==> config.mk <==
export PLATFORM = sky130hd
export DESIGN_NAME = mem_bus_arbiter
export DESIGN_NICKNAME = d
export VERILOG_FILES = /design/src/rtl/mem_bus_arbiter.sv
export SDC_FILE = /design/constraint.sdc
export NUM_CORES = 1
export LEC_CHECK = 0
export BUFFER_PORTS_ARGS = -buffer_cell sky130_fd_sc_hd__buf_2
export CORE_ASPECT_RATIO = 2
export CORE_UTILIZATION = 46
export DETAILED_ROUTE_END_ITERATION = 16
export PLACE_DENSITY = 0.82
export SLEW_MARGIN = 20
export SYNTH_ARGS = -nofsm -noshare
export SYNTH_HDL_FRONTEND = slang
export SYNTH_SLANG_ARGS = --single-unit
export TNS_END_PERCENT = 5
==> constraint.sdc <==
create_clock -name clk -period 5.6 [get_ports clk]
set_input_delay 1.12 -clock clk [delete_from_list [all_inputs] [get_ports clk]]
set_output_delay 1.12 -clock clk [all_outputs]
set_load 0.01 [all_outputs]
==> src/rtl/mem_bus_arbiter.sv <==
// Arbitrates the single CPU memory port between instruction fetch (IF) and load/store (LS),
// one transaction at a time. Optional response watchdog: define MEM_ARB_TIMEOUT_EN.
module mem_bus_arbiter #(
    parameter int ADDR_W         = 32,
    parameter int DATA_W         = 32,
    parameter int STARVE_MAX     = 4,
    parameter int TIMEOUT_CYCLES = 64
) (
    input  logic                clk,
    input  logic                reset,

    input  logic                if_req_valid,
    output logic                if_req_ready,
    input  logic [ADDR_W-1:0]   if_req_addr,
    output logic                if_rsp_valid,
    output logic [DATA_W-1:0]   if_rsp_data,
    output logic                if_rsp_err,

    input  logic                ls_req_valid,
    output logic                ls_req_ready,
    input  logic [ADDR_W-1:0]   ls_req_addr,
    input  logic                ls_req_we,
    input  logic [DATA_W-1:0]   ls_req_wdata,
    input  logic [DATA_W/8-1:0] ls_req_wstrb,
    output logic                ls_rsp_valid,
    output logic [DATA_W-1:0]   ls_rsp_data,
    output logic                ls_rsp_err,

    output logic                mem_req_valid,
    input  logic                mem_req_ready,
    output logic [ADDR_W-1:0]   mem_req_addr,
    output logic                mem_req_we,
    output logic [DATA_W-1:0]   mem_req_wdata,
    output logic [DATA_W/8-1:0] mem_req_wstrb,
    input  logic                mem_rsp_valid,
    input  logic [DATA_W-1:0]   mem_rsp_data,
    input  logic                mem_rsp_err,

    output logic                busy,
    output logic                grant_owner
);

    localparam int STRB_W = DATA_W / 8;
    localparam int SC_W   = $clog2(STARVE_MAX + 1);
    localparam logic [SC_W-1:0] STARVE_LIM = SC_W'(STARVE_MAX);

    localparam logic [1:0] S_IDLE     = 2'd0;
    localparam logic [1:0] S_REQ      = 2'd1;
    localparam logic [1:0] S_WAIT_RSP = 2'd2;

    logic [1:0]        state;
    logic [SC_W-1:0]   starve_cnt;
    logic              if_win;
    logic              ls_win;
    logic              accept;
    logic              req_handshake;
    logic              wd_expire;
    logic              rsp_fire;
    logic              rsp_err_next;
    logic [DATA_W-1:0] rsp_data_next;

    // IF overrides LS priority only once LS has been granted STARVE_MAX times in a row while IF waited.
    always_comb begin
        if_win = if_req_valid && (!ls_req_valid || (starve_cnt == STARVE_LIM));
        ls_win = ls_req_valid && !if_win;
    end

    assign if_req_ready  = (state == S_IDLE) && if_win && !reset;
    assign ls_req_ready  = (state == S_IDLE) && ls_win && !reset;
    assign accept        = if_req_ready || ls_req_ready;
    assign req_handshake = mem_req_valid && mem_req_ready;
    assign busy          = (state != S_IDLE);

`ifdef MEM_ARB_TIMEOUT_EN
    localparam int WD_W = (TIMEOUT_CYCLES < 256) ? 8 : 16;

    logic [WD_W-1:0] wd_cnt;

    // Fires on the TIMEOUT_CYCLES-th WAIT_RSP cycle; a real response in that cycle still wins.
    assign wd_expire = (state == S_WAIT_RSP) && !mem_rsp_valid &&
                       (wd_cnt == WD_W'(TIMEOUT_CYCLES - 1));

    always_ff @(posedge clk or posedge reset) begin
        if (reset) begin
            wd_cnt <= '0;
        end else if (state != S_WAIT_RSP) begin
            wd_cnt <= '0;
        end else begin
            wd_cnt <= wd_cnt + 1'b1;
        end
    end
`else
    logic unused_timeout_cfg;

    assign wd_expire          = 1'b0;
    assign unused_timeout_cfg = (TIMEOUT_CYCLES == 0);
`endif

    assign rsp_fire = (state == S_WAIT_RSP) && (mem_rsp_valid || wd_expire);

    // NOTE: every always_comb output gets a default first so no path can infer a latch.
    always_comb begin
        rsp_err_next  = 1'b1;
        rsp_data_next = '0;
        if (mem_rsp_valid) begin
            rsp_err_next  = mem_rsp_err;
            rsp_data_next = mem_req_we ? '0 : mem_rsp_data;
        end
    end

    always_ff @(posedge clk or posedge reset) begin
        if (reset) begin
            state <= S_IDLE;
        end else begin
            case (state)
                S_IDLE:     if (accept)        state <= S_REQ;
                S_REQ:      if (req_handshake) state <= S_WAIT_RSP;
                S_WAIT_RSP: if (rsp_fire)      state <= S_IDLE;
                default:                       state <= S_IDLE;
            endcase
        end
    end

    // Request fields stay latched after the handshake so the response path can still see mem_req_we.
    always_ff @(posedge clk or posedge reset) begin
        if (reset) begin
            mem_req_valid <= 1'b0;
            mem_req_addr  <= '0;
            mem_req_we    <= 1'b0;
            mem_req_wdata <= '0;
            mem_req_wstrb <= '0;
            grant_owner   <= 1'b0;
        end else if (accept) begin
            mem_req_valid <= 1'b1;
            grant_owner   <= ls_win;
            if (ls_win) begin
                mem_req_addr  <= ls_req_addr;
                mem_req_we    <= ls_req_we;
                mem_req_wdata <= ls_req_wdata;
                mem_req_wstrb <= ls_req_wstrb;
            end else begin
                mem_req_addr  <= if_req_addr;
                mem_req_we    <= 1'b0;
                mem_req_wdata <= '0;
                mem_req_wstrb <= {STRB_W{1'b0}};
            end
        end else if (req_handshake) begin
            mem_req_valid <= 1'b0;
        end
    end

    always_ff @(posedge clk or posedge reset) begin
        if (reset) begin
            starve_cnt <= '0;
        end else if (if_req_ready) begin
            starve_cnt <= '0;
        end else if (ls_req_ready) begin
            if (!if_req_valid) begin
                starve_cnt <= '0;
            end else if (starve_cnt != STARVE_LIM) begin
                starve_cnt <= starve_cnt + 1'b1;
            end
        end
    end

    always_ff @(posedge clk or posedge reset) begin
        if (reset) begin
            if_rsp_valid <= 1'b0;
            if_rsp_data  <= '0;
            if_rsp_err   <= 1'b0;
            ls_rsp_valid <= 1'b0;
            ls_rsp_data  <= '0;
            ls_rsp_err   <= 1'b0;
        end else begin
            if_rsp_valid <= rsp_fire && !grant_owner;
            ls_rsp_valid <= rsp_fire && grant_owner;
            if_rsp_err   <= rsp_fire && !grant_owner && rsp_err_next;
            ls_rsp_err   <= rsp_fire && grant_owner && rsp_err_next;
            if (rsp_fire && !grant_owner) begin
                if_rsp_data <= rsp_data_next;
            end
            if (rsp_fire && grant_owner) begin
                ls_rsp_data <= rsp_data_next;
            end
        end
    end

endmodule
==> impl_results.md <==
- Synth area leader: dfrtp_1
- Distinct cells, synth: 30
- Core Util, Final: 0.633
- Via count: 5,216
- Post-synth top area share: 0.608
- Layout Skew: 0.00753 ns
- Final WS setup: 2.29 ns
- Synth warn: 0
- Core area: 0.0126 mm²
- IR drop worst, VDD: 0.349 mV
- GRT Total Usage: 0.249
- Crit path required time: 4.48 ns
- Critical Path Max Stage Delay: 0.48 ns
- CTS Sinks: 144
- Clk_lat worst skew: 0.41 ns
- H-tree depth: 4
- Initial antenna violation count: 0
- Die Span X: 82.3 µm
- Slew Viols, Final: 0
- DR WL/cell: 16.2 µm
- Fin crit share: 0.591
- Post-CTS Setup Bufs: 0
- Crit Path Max Fanout: 14
- Wirelength, routed: 15.9 mm
- Starting Density: 0.472
- Post-synthesis sequential area ratio: 0.608
- Critical path arrival: 2.19 ns
- Drt first pass iters: 4
- CP endpoint kind: output port
- N_diodes: 0
- Die Ht: 163 µm
- Hold crit path type: reg2reg
- Slew HR: 0.368
- Vias in the first global route: 5,102
- Static Leak: 4.10 nW
- CP cell instances: buf_2 > nor3_4 > and3b_1 > buf_2
- RSZ-0062 raised after global routing: no
- Row count: 58
- Power Density: 519 mW/mm²
- Largest net degree at the start of global routing: 103
- Mapped Cells: 563
- Layout Nets: 964
- Area Overhead vs Synth: 34.1%
- Clk slew on worst S/H paths: 0.06 ns
- Max clock buf depth: 2
- CP Class: in2out
- DRC: 0
- Slowest CP cell: nor3_4
- Fillers: 1,067
- Max-cap violations: 0
- Final ANT Viol Nets: 0
- Fin Setup TNS: 0 ns
- Io pins: 282
- Total congestion overflow: 0
- Setup WS pre-CTS: 2.29 ns
- CTS root buf: clkbuf_16
- Min cycle time layout: 3.31 ns
- Worst path most repeated cell: buf_2
- Fin. Hold Viols: 0
- CTS Buf Count: 17
- Post-DP HPWL: 11.4 mm
- # setup viols final: 0
- Startpoint types: input pin
- Measured slew at the worst slew-check pin: 0.947 ns
- Synthesis-stage register bit count: 144
- Post-route cell area: 0.00795 mm²
- Global-route wire length before repair: 25.1 mm
- Post-cts resize count: 0
- CTS tree: yes
- Gpl congestion: 0.837
- Initial DRC count: 252
- Post-CTS Hold Buffers: 0
- Die area: 0.0134 mm²
- Avg Cell Area, Syn: 10.5 µm²
- Net count after synthesis: 705
- # port buffers: 281
- Fmax: 302 MHz
- Post-Syn Area: 0.00593 mm²
- Share of cells above drive strength 1: 0.419
- Status: finished clean
- Ranking of synthesized cells by area: dfrtp_1 61%, o21ai_0 8.2%, nand2_1 6.3%, a22o_1 5.5%, a31oi_2 4.2%
- Vias per cell: 5.30
- Min Hold Slack: 0.474 ns
- Placed cell area: 0.00736 mm²
## worst paths after layout
| path | end | cells after the start | from | slack (ns) |
|---|---|---|---|---|
| setup / recovery | if_req_ready | 4 | reset | 2.29 |
| hold / removal | if_rsp_data[23] | 2 | if_rsp_data[23] | 0.47 |
| setup reg to reg | mem_req_addr[21] | 5 | state[0] | 3.29 |
| hold reg to reg | if_rsp_data[23] | 2 | if_rsp_data[23] | 0.47 |
| max in group asynchronous | mem_req_wdata[0] | 3 | reset | 3.52 |
| min in group asynchronous | mem_req_addr[27] | 2 | reset | 0.91 |
## flip-flops by register name, indices dropped and copies added (netlist names)
name / flops
grant_owner: 1
if_rsp_data: 32
if_rsp_err: 1
if_rsp_valid: 1
ls_rsp_data: 32
ls_rsp_err: 1
ls_rsp_valid: 1
mem_req_addr: 32
mem_req_valid: 1
mem_req_wdata: 32
mem_req_we: 1
mem_req_wstrb: 4
starve_cnt: 3
state: 2
## cell type report
class                           count  area (µm²)  area share
Sequential cell                   144        3600       0.453
Timing Repair Buffer              291        1480       0.186
Clock buffer                       17         425      0.0535
Inverter                           10        42.5     0.00535
Clock inverter                     15         166      0.0209
Tap cell                          150         188      0.0236
Multi-Input combinational cell    358        2040       0.257
## per-layer routing
metal | vias to the layer above | GRT usage | wire length [µm]
li1 | 2502 | - | -
met3 | 27 | 0.0745 | 1200
met5 | - | 0 | 0
met2 | 250 | 0.442 | 8470
met1 | 2437 | 0.274 | 5950
met4 | 0 | 0.0789 | 296
## critical path, delay by kind of cell
kind,cells,cell delay [ns]
buffers and inverters,2,0.29
AND/OR/NAND/NOR,2,0.78
## cells in the mapped netlist
library cell	number
a21oi_1	33
nor2b_1	1
nand2b_1	3
a31oi_1	13
o22ai_1	3
clkbuf_1	27
or2_1	1
inv_1	9
dfrtp_1	144
o21ai_0	97
nand2_1	100
nor3_2	1
mux2i_1	1
a21boi_0	1
buf_4	2
ha_1	2
or2_2	1
a31oi_2	20
inv_2	1
nand4b_1	1
and2_1	1
and3b_1	1
and3_1	2
nor2_1	3
buf_2	17
a22o_1	37
buf_6	5
nor3b_1	1
nand4bb_1	1
nand3_1	34
## logic make-up (layout without fill, tap and decap cells)
group | after synthesis | after routing | share of synthesized area
AO/OA/AOI/OAI | 204 | 204 | 0.225
AND/OR/NAND/NOR | 151 | 151 | 0.111
adder cells (fa/ha/maj) | 2 | 2 | 0.00422
buffers and inverters | 61 | 333 | 0.0498
multiplexers | 1 | 1 | 0.00169
flip-flops | 144 | 144 | 0.608
## where the power goes
part           leakage, nW  switching [mW]  total (mW)  internal (mW)
clock network        0.282           0.481        1.12          0.635
logic                 1.96           0.772        1.36          0.586
registers             1.85           0.223        1.65           1.43
## stage by stage
step / power (mW) / instances
finish: 4.12 / 985
global route: 4.41 / 985
CTS: 4.16 / 985
detailed placement: 3.03 / 953
global placement: 2.98 / 953
floorplan: 2.44 / 563
## cell usage in the layout (no fill, tap or decap), drive strengths merged
cell      Yosys  final
buf          24    291
dfrtp       144    144
nand2       100    100
o21ai        97     97
a22o         37     37
nand3        34     34
a21oi        33     33
a31oi        33     33
inv          10     19
clkbuf       27     17
nand2b        3      3
o22ai         3      3
nor2          3      3
clkinvlp      0      3
and3          2      2
or2           2      2
ha            2      2
clkinv        0      2
nand4b        1      1
nor2b         1      1
nand4bb       1      1
nor3          1      1
and2          1      1
a21boi        1      1
mux2i         1      1
and3b         1      1
nor3b         1      1
bufinv        0      1
(Power assumes the default switching activity.)
